--- config.mk ---
export PLATFORM = sky130hd
export DESIGN_NAME = ir_sequencer
export DESIGN_NICKNAME = d
export VERILOG_FILES = /design/src/rtl/cpu_pkg.sv /design/src/rtl/ir_decode.sv /design/src/rtl/ir_sequencer.sv
export SDC_FILE = /design/constraint.sdc
export NUM_CORES = 1
export LEC_CHECK = 0
export ABC_AREA = 0
export ABC_CLOCK_PERIOD_IN_PS = 1500
export BUFFER_PORTS_ARGS = -buffer_cell sky130_fd_sc_hd__buf_4
export CAP_MARGIN = 25
export CORE_MARGIN = 2
export CORE_UTILIZATION = 35
export CTS_CLUSTER_SIZE = 40
export DETAILED_ROUTE_END_ITERATION = 16
export PLACE_DENSITY = 0.58
export SLEW_MARGIN = 20
export SYNTH_ARGS = -nofsm -noshare
export SYNTH_HDL_FRONTEND = slang
export SYNTH_SLANG_ARGS = --single-unit
export TNS_END_PERCENT = 100
--- constraint.sdc ---
create_clock -name clk -period 1.5 [get_ports clk]
set_input_delay 0.15 -clock clk [delete_from_list [all_inputs] [get_ports clk]]
set_output_delay 0.15 -clock clk [all_outputs]
set_load 0.02 [all_outputs]
--- src/rtl/cpu_pkg.sv ---
// Shared definitions for the 4-bit Custom CPU control path.
//   - Opcode constants (numeric values of the instruction word).
//   - ALU operation encodings driven on alu_op.
//   - Sequencer state enum.
// No ports; imported by ir_decode and ir_sequencer.
package cpu_pkg;

  // Opcodes are held as 32-bit unsigned constants.  The decoder widens the
  // instruction word to match, which keeps them usable for any OPW.
  localparam int unsigned OP_NOP = 0;
  localparam int unsigned OP_LDA = 1;
  localparam int unsigned OP_ADD = 2;
  localparam int unsigned OP_SUB = 3;
  localparam int unsigned OP_AND = 4;
  localparam int unsigned OP_JMP = 6;
  localparam int unsigned OP_JZ  = 7;
  localparam int unsigned OP_HLT = 15;

  typedef enum logic [1:0] {
    ALU_PASS = 2'b00,
    ALU_ADD  = 2'b01,
    ALU_SUB  = 2'b10,
    ALU_AND  = 2'b11
  } alu_op_t;

  typedef enum logic [2:0] {
    S_IDLE   = 3'd0,
    S_FETCH  = 3'd1,
    S_LOAD   = 3'd2,
    S_DECODE = 3'd3,
    S_EXEC   = 3'd4,
    S_HALT   = 3'd5
  } seq_state_t;

endpackage

--- src/rtl/ir_decode.sv ---
// Purely combinational opcode decoder.
// Ports:
//   op          in   OPW  instruction word (IR output)
//   zero_flag   in   1    accumulator-zero flag, qualifies JZ
//   alu_op      out  2    ALU operation (00 pass, 01 add, 10 sub, 11 and)
//   acc_we      out  1    accumulator write request
//   pc_load_req out  1    PC load request (JMP, or JZ with zero_flag)
//   is_halt     out  1    opcode is HLT
//   illegal     out  1    opcode not in the instruction set
module ir_decode
  import cpu_pkg::*;
#(
  parameter int OPW = 4
) (
  input  logic [OPW-1:0] op,
  input  logic           zero_flag,
  output logic [1:0]     alu_op,
  output logic           acc_we,
  output logic           pc_load_req,
  output logic           is_halt,
  output logic           illegal
);

  logic [31:0] op_w;

  always_comb begin
    op_w        = 32'(op);
    alu_op      = ALU_PASS;
    acc_we      = 1'b0;
    pc_load_req = 1'b0;
    is_halt     = 1'b0;
    illegal     = 1'b0;
    case (op_w)
      OP_NOP: ;
      OP_LDA: begin alu_op = ALU_PASS; acc_we = 1'b1; end
      OP_ADD: begin alu_op = ALU_ADD;  acc_we = 1'b1; end
      OP_SUB: begin alu_op = ALU_SUB;  acc_we = 1'b1; end
      OP_AND: begin alu_op = ALU_AND;  acc_we = 1'b1; end
      OP_JMP: pc_load_req = 1'b1;
      OP_JZ:  pc_load_req = zero_flag;
      OP_HLT: is_halt = 1'b1;
      // Unknown opcodes behave as NOP but are flagged.
      default: illegal = 1'b1;
    endcase
  end

endmodule

--- src/rtl/ir_sequencer.sv ---
// Fetch/decode/execute controller for the 4-bit Custom CPU.
// Requests an instruction from program memory, pulses the IR load enable to
// capture it, then decodes the IR output into PC/ALU/accumulator controls.
// Ports:
//   clk        in   1    rising-edge clock
//   rst_n      in   1    synchronous reset, active low
//   start      in   1    leave IDLE/HALT and start fetching
//   mem_ready  in   1    program memory data valid (used in FETCH only)
//   instr      in   OPW  IR output
//   zero_flag  in   1    accumulator-zero flag
//   mem_rd     out  1    program memory read request
//   ir_re      out  1    IR load enable
//   pc_inc     out  1    PC increment
//   pc_load    out  1    PC load from jump target
//   alu_op     out  2    ALU operation
//   acc_we     out  1    accumulator write enable
//   halted     out  1    sequencer is in HALT
//   fault      out  1    sticky fetch-timeout / illegal-opcode flag
// Handshake: memory is a request/valid pair.  mem_rd stays high for every
// FETCH cycle; the first cycle with mem_ready high completes the request and
// the data is captured into the IR on the following (LOAD) cycle.
// Every output is a register written together with the next state, so no
// input reaches an output combinationally.
module ir_sequencer
  import cpu_pkg::*;
#(
  parameter int OPW     = 4,
  parameter int TIMEOUT = 15
) (
  input  logic           clk,
  input  logic           rst_n,
  input  logic           start,
  input  logic           mem_ready,
  input  logic [OPW-1:0] instr,
  input  logic           zero_flag,
  output logic           mem_rd,
  output logic           ir_re,
  output logic           pc_inc,
  output logic           pc_load,
  output logic [1:0]     alu_op,
  output logic           acc_we,
  output logic           halted,
  output logic           fault
);

  localparam int CW = $clog2(TIMEOUT + 1);
  // The counter holds the number of FETCH cycles already spent without
  // mem_ready; the cycle where it equals TIMEOUT-1 is the last one allowed.
  localparam logic [CW-1:0] CNT_LAST = CW'(TIMEOUT - 1);

  seq_state_t    state;
  logic [CW-1:0] cnt;

  logic [1:0] d_alu_op;
  logic       d_acc_we;
  logic       d_pc_load;
  logic       d_is_halt;
  logic       d_illegal;

  ir_decode #(.OPW(OPW)) u_decode (
    .op          (instr),
    .zero_flag   (zero_flag),
    .alu_op      (d_alu_op),
    .acc_we      (d_acc_we),
    .pc_load_req (d_pc_load),
    .is_halt     (d_is_halt),
    .illegal     (d_illegal)
  );

  always_ff @(posedge clk) begin
    if (!rst_n) begin
      state   <= S_IDLE;
      cnt     <= '0;
      mem_rd  <= 1'b0;
      ir_re   <= 1'b0;
      pc_inc  <= 1'b0;
      pc_load <= 1'b0;
      alu_op  <= ALU_PASS;
      acc_we  <= 1'b0;
      halted  <= 1'b0;
      fault   <= 1'b0;
    end else begin
      // Single-cycle strobes drop unless the next state re-asserts them.
      ir_re   <= 1'b0;
      pc_inc  <= 1'b0;
      pc_load <= 1'b0;
      alu_op  <= ALU_PASS;
      acc_we  <= 1'b0;

      unique case (state)
        S_IDLE, S_HALT: begin
          if (start) begin
            state  <= S_FETCH;
            cnt    <= '0;
            mem_rd <= 1'b1;
            halted <= 1'b0;
            fault  <= 1'b0;
          end
        end

        S_FETCH: begin
          // mem_ready takes priority over a timeout in the same cycle.
          if (mem_ready) begin
            state  <= S_LOAD;
            cnt    <= '0;
            mem_rd <= 1'b0;
            ir_re  <= 1'b1;
            pc_inc <= 1'b1;
          end else if (cnt == CNT_LAST) begin
            state  <= S_HALT;
            cnt    <= '0;
            mem_rd <= 1'b0;
            halted <= 1'b1;
            fault  <= 1'b1;
          end else begin
            cnt <= cnt + 1'b1;
          end
        end

        S_LOAD: state <= S_DECODE;

        S_DECODE: begin
          // The IR was loaded at the end of LOAD, so instr is stable here.
          if (d_is_halt) begin
            state  <= S_HALT;
            halted <= 1'b1;
          end else begin
            state   <= S_EXEC;
            alu_op  <= d_alu_op;
            acc_we  <= d_acc_we;
            pc_load <= d_pc_load;
            if (d_illegal) fault <= 1'b1;
          end
        end

        S_EXEC: begin
          state  <= S_FETCH;
          cnt    <= '0;
          mem_rd <= 1'b1;
        end

        default: begin
          state  <= S_IDLE;
          mem_rd <= 1'b0;
          halted <= 1'b0;
        end
      endcase
    end
  end

endmodule

==> results of run 1 <==
-- cells in the mapped netlist --
| library cell | number | area, um^2 |
|---|---|---|
| a2111oi_4 | 1 | 27.5 |
| a211oi_1 | 3 | 22.5 |
| a21o_1 | 1 | 7.51 |
| a21oi_1 | 2 | 10.0 |
| a221oi_2 | 1 | 15.0 |
| a32o_1 | 1 | 10.0 |
| and2_1 | 2 | 12.5 |
| and2_2 | 1 | 7.51 |
| and2b_1 | 1 | 7.51 |
| and3_1 | 1 | 6.26 |
| and4_1 | 1 | 8.76 |
| buf_2 | 1 | 5.00 |
| buf_4 | 2 | 15.0 |
| buf_6 | 2 | 22.5 |
| clkbuf_1 | 1 | 3.75 |
| dfxtp_1 | 15 | 300 |
| ha_1 | 2 | 25.0 |
| inv_1 | 4 | 15.0 |
| inv_2 | 1 | 3.75 |
| mux2i_1 | 1 | 10.0 |
| nand2_1 | 12 | 45.0 |
| nand2b_1 | 4 | 25.0 |
| nand3_1 | 6 | 30.0 |
| nand3b_1 | 1 | 7.51 |
| nand4_1 | 1 | 6.26 |
| nand4b_1 | 2 | 17.5 |
| nor2_1 | 10 | 37.5 |
| nor2b_1 | 1 | 6.26 |
| nor3_1 | 1 | 5.00 |
| nor3_2 | 1 | 10.0 |
| nor3b_1 | 1 | 7.51 |
| nor4b_4 | 1 | 23.8 |
| o211a_1 | 1 | 10.0 |
| o211ai_1 | 2 | 15.0 |
| o21ai_0 | 4 | 20.0 |
| o21bai_1 | 1 | 7.51 |
| o22ai_1 | 1 | 6.26 |
| o311a_1 | 1 | 10.0 |
| o31a_1 | 1 | 8.76 |
| or2b_1 | 1 | 7.51 |
| or3_4 | 1 | 11.3 |
| xnor2_1 | 1 | 8.76 |
| xor2_1 | 2 | 17.5 |
-- layout make-up --
class,instances,area share [%]
Timing Repair Buffer,19,13.7
Clock buffer,4,2.53
Multi-Input combinational cell,75,49.5
Sequential cell,15,28.9
Tap cell,30,3.61
Inverter,5,1.81
-- power by group --
part	internal (mW)	total (mW)	switching, mW
sequential	0.415	0.435	0.0202
combinational	0.0933	0.197	0.103
clock	0.103	0.241	0.137
-- critical path: stages (launching register included) --
cell and delay (ns):
dfxtp_1 0.64, nor4b_4 0.11, and2_2 0.25, o31a_1 0.29
-- path summary, 6_finish.rpt --
kind                 start        end  slack, ns  cells after the start
setup / recovery  state[1]   state[0]       0.11                      3
hold / removal    instr[0]  alu_op[0]       0.05                      2
setup reg to reg  state[1]   state[0]       0.11                      3
hold reg to reg      fault      fault       0.49                      2
-- routing by layer --
layer	GRT usage, %	vias up	wire (um)
li1	-	390	-
met1	18.8	348	874
met2	21.5	14	795
met3	2.50	5	71
met4	8.75	0	41
met5	0	-	0
-- state kept, by name, summed over array words and instances, names as in the netlist --
| name | flops |
|---|---|
| acc_we | 1 |
| alu_op | 2 |
| cnt | 4 |
| fault | 1 |
| halted | 1 |
| mem_rd | 1 |
| pc_inc | 1 |
| pc_load | 1 |
| state | 3 |
-- kinds of logic after synthesis --
| kind of cell | share of synthesized area [%] |
|---|---|
| xor gates and xnor gates | 2.99 |
| muxes | 1.14 |
| AOI/OAI and AO/OA | 19.3 |
| adders and majority gates | 2.84 |
| and+or+nand+nor | 32.2 |
| buffers and inverters | 7.39 |
| DFF | 34.1 |
==> summary.md, run 1 <==
| Metric | Value |
|---|---|
| Cell variety after synth | 43 |
| Setup TNS | 0 ns |
| First-pass DRT Iterations | 3 |
| RSZ-0062 raised after global routing | false |
| Largest net degree at the start of global routing | 15 |
| Core ar. | 2430 um^2 |
| Grt ovf | 0 |
| Layout Area Growth over Synthesis | 18.2% |
| Final hold vios | 0 |
| Number of global-route vias before repair | 651 |
| CTS Hold Bufs | 0 |
| Post-Syn Instances | 101 |
| H-tree depth | 1 |
| Vias per cell | 5.11 |
| Initial antenna violation count | 0 |
| Final core utilization | 42.7% |
| Latest clock arrival within the worst-skew pair | 0.29 ns |
| Synth Register Bits | 15 |
| Outcome | completed |
| Pre-CTS setup slack | 0.123 ns |
| Setup Buffers After CTS | 0 |
| Final Skew | 0.00733 ns |
| First-pass GRT wire length | 2970 um |
| Final Non-Filler Cells | 148 |
| DIE WIDTH | 54.1 um |
| Min-Delay Path Class | in -> reg |
| Max-cap viol count | 0 |
| Final worst-path cycle share | 92.7% |
| IO Count | 18 |
| Root Driver | clkbuf_4 |
| Tightest Pin Transition | 0.501 ns |
| Antenna cells | 0 |
| Hold_ws | 0.0511 ns |
| Die Ht | 54.1 um |
| Crit path capture type | flip-flop |
| DIE AREA | 2930 um^2 |
| Fin area | 1040 um^2 |
| CTS max path bufs | 2 |
| Post-place instance area | 1010 um^2 |
| Register area share after synthesis | 34.1% |
| Worst VDD drop | 0.379 mV |
| Slew Limit Fails | 0 |
| Placed cell count | 144 |
| Gr usage total | 14.3% |
| Inserted Clock Buffers | 3 |
| Routed WL | 1780 um |
| Synthesized Nets | 112 |
| Commonest non-fill, non-tap cell in the layout | buf_4 |
| DPL Wire Length | 1380 um |
| Ys Warns | 0 |
| Register area | 300 um^2 |
| Drc violations | 0 |
| Minimum clock period | 1.39 ns |
| Number of nets with antenna violations after routing | 0 |
| Area of the mapped netlist | 880 um^2 |
| GP Congestion | 0.838 |
| Pwr Density | 839 nW/um^2 |
| Nets | 130 |
| Fill cells | 261 |
| Worst-path fanout max | 13 |
| Crit path kind | reg -> reg |
| Initial Utilization | 36.2% |
| Multi-input gate area in the final layout | 514 um^2 |
| Setup Viol. Count Final | 0 |
| Startpoint Class | flip-flop |
| Clk slew on worst S/H paths | 0.10 ns |
| Final worst setup slack | 0.110 ns |
| Final Power | 872 uW |
| Most frequent cells in the layout | 19 x buf_4, 15 x dfxtp_1, 12 x nand2_1, 10 x nor2_1, 6 x nand3_1 |
| WP data arrival | 1.58 ns |
| Layout cells sized above 1 | 24.6% |
| Wire per inst | 12.0 um |
| TritonCTS clock tree | yes |
| # port buffers | 17 |
| Routed vias | 757 |
| Leakage power total | 0.453 nW |
| Syn Area/Cell | 8.71 um^2 |
| Slew margin rel. | 66.5% |
| Highest attainable clock frequency | 0.719 GHz |
| Clock Sinks | 15 |
| Starting DRT DRC Count | 7 |
| Critical path required time | 1.69 ns |
| Post-cts sizing count | 0 |
| Num rows | 18 |
Power figures use the tool's default switching activity.
==> inputs of run 2 (changes only) <==
Settings changed: CELL_PAD_IN_SITES_DETAIL_PLACEMENT set to 0, CELL_PAD_IN_SITES_GLOBAL_PLACEMENT set to 1, PLACE_DENSITY 0.58 to 0.73.
==> summary.md, run 2 (synthesized netlist as in run 1, its figures left out) <==
| Metric | Value |
|---|---|
| Placed cell count | 144 |
| H-tree depth | 1 |
| RSZ-0062 raised after global routing | false |
| DIE AREA | 2930 um^2 |
| Setup Buffers After CTS | 0 |
| First-pass GRT wire length | 3100 um |
| Flop-to-flop setup slack | 0.14 ns |
| GP Congestion | 0.727 |
| Critical path required time | 1.69 ns |
| Highest attainable clock frequency | 0.737 GHz |
| Tightest Pin Transition | 0.396 ns |
| Layout Area Growth over Synthesis | 18.4% |
| Gr usage total | 14.9% |
| Pwr Density | 840 nW/um^2 |
| Crit path capture type | flip-flop |
| Worst VDD drop | 0.469 mV |
| DIE WIDTH | 54.1 um |
| Minimum clock period | 1.36 ns |
| Drc violations | 0 |
| Setup TNS | 0 ns |
| Min-Delay Path Class | in -> reg |
| Worst-path fanout max | 4 |
| Nets | 130 |
| Largest net degree at the start of global routing | 15 |
| Grt ovf | 0 |
| Core ar. | 2430 um^2 |
| CTS max path bufs | 2 |
| Final Non-Filler Cells | 148 |
| Max-cap viol count | 0 |
| Clock Sinks | 15 |
| WP data arrival | 1.55 ns |
| Latest clock arrival within the worst-skew pair | 0.29 ns |
| Die Ht | 54.1 um |
| Top Metal Used | met4 |
| Antenna cells | 0 |
| Clk slew on worst S/H paths | 0.10 ns |
| Final core utilization | 42.8% |
| Post-place instance area | 1010 um^2 |
| Most frequent cells in the layout | 19 x buf_4, 14 x dfxtp_1, 12 x nand2_1, 10 x nor2_1, 6 x nand3_1 |
| Outcome | completed |
| Starting DRT DRC Count | 9 |
| Met3 WL | 111 um |
| Final worst-path cycle share | 90.4% |
| Max FFs per register | 4 |
| M1 WL | 848 um |
| TritonCTS clock tree | yes |
| Routed WL | 1870 um |
| Final Power | 874 uW |
| Fill cells | 259 |
| Layout cells sized above 1 | 25.4% |
| Slew Limit Fails | 0 |
| Setup Viol. Count Final | 0 |
| Number of global-route vias before repair | 713 |
| Crit path kind | reg -> reg |
| Startpoint Class | flip-flop |
| Met2 wire length | 890 um |
| Wire per inst | 12.6 um |
| # port buffers | 17 |
| Final hold vios | 0 |
| Number of nets with antenna violations after routing | 0 |
| Most flop-heavy register | cnt |
| Initial Utilization | 36.2% |
| Fin area | 1040 um^2 |
| Vias per cell | 5.16 |
| Root Driver | clkbuf_4 |
| Top flop regs | cnt: 4 flops, state: 3 flops, alu_op: 2 flops |
| Final Skew | 0.00206 ns |
| DPL Wire Length | 1410 um |
| Leakage power total | 0.453 nW |
| Commonest non-fill, non-tap cell in the layout | buf_4 |
| Routed vias | 764 |
| IO Count | 18 |
| Initial antenna violation count | 0 |
| Num rows | 18 |
| First-pass DRT Iterations | 3 |
| Slew margin rel. | 73.6% |
| Inserted Clock Buffers | 3 |
-- run 2: per-layer routing --
metal,vias to the layer above,track usage (%)
li1,391,-
met1,350,17.4
met2,21,24.9
met3,2,6.11
met4,0,3.75
met5,-,0
-- run 2: final timing paths --
check,depth (start not counted),startpoint,endpoint
worst min-delay path,2,instr[0],alu_op[0]
worst min register to register,2,fault,fault
worst max-delay path,5,cnt[0],halted
worst max register to register,5,cnt[0],halted
-- run 2: final cells by class --
cell class                 count  area (um^2)  area share (%)
timing repair buffer          19          143            13.7
clock buffer                   4         26.3            2.52
sequential                    15          302            29.0
inverter                       5         18.8            1.80
multi-input combinational     75          514            49.4
tap                           30         37.5            3.61
-- run 2: timing repair --
| item | in CTS | in global routing |
|---|---|---|
| resized for setup | 0 | 1 |
| hold buffers | 0 | 0 |
| endpoints found under the setup margin | 0 | 2 |
-- run 2: metrics by stage --
step | hold WS (ns) | setup WS [ns]
floorplan | 0.220 | 0.237
global placement | 0.361 | 0.141
detailed placement | 0.361 | 0.0973
CTS | 0.0392 | 0.0874
global route | 0.0479 | 0.0348
finish | 0.0564 | 0.143
-- run 2: critical path, stage by stage, from the launching register on --
cell and delay (ns):
dfxtp_1 0.38, inv_1 0.07, ha_1 0.20, and3_1 0.20
a32o_1 0.21, o211a_1 0.19
-- run 2: where the power goes --
part           internal, mW  switching (mW)  leakage (nW)
Sequential            0.415          0.0196         0.122
Combinational        0.0931           0.103         0.316
Clock                 0.103           0.140        0.0150
Total                 0.612           0.262         0.453
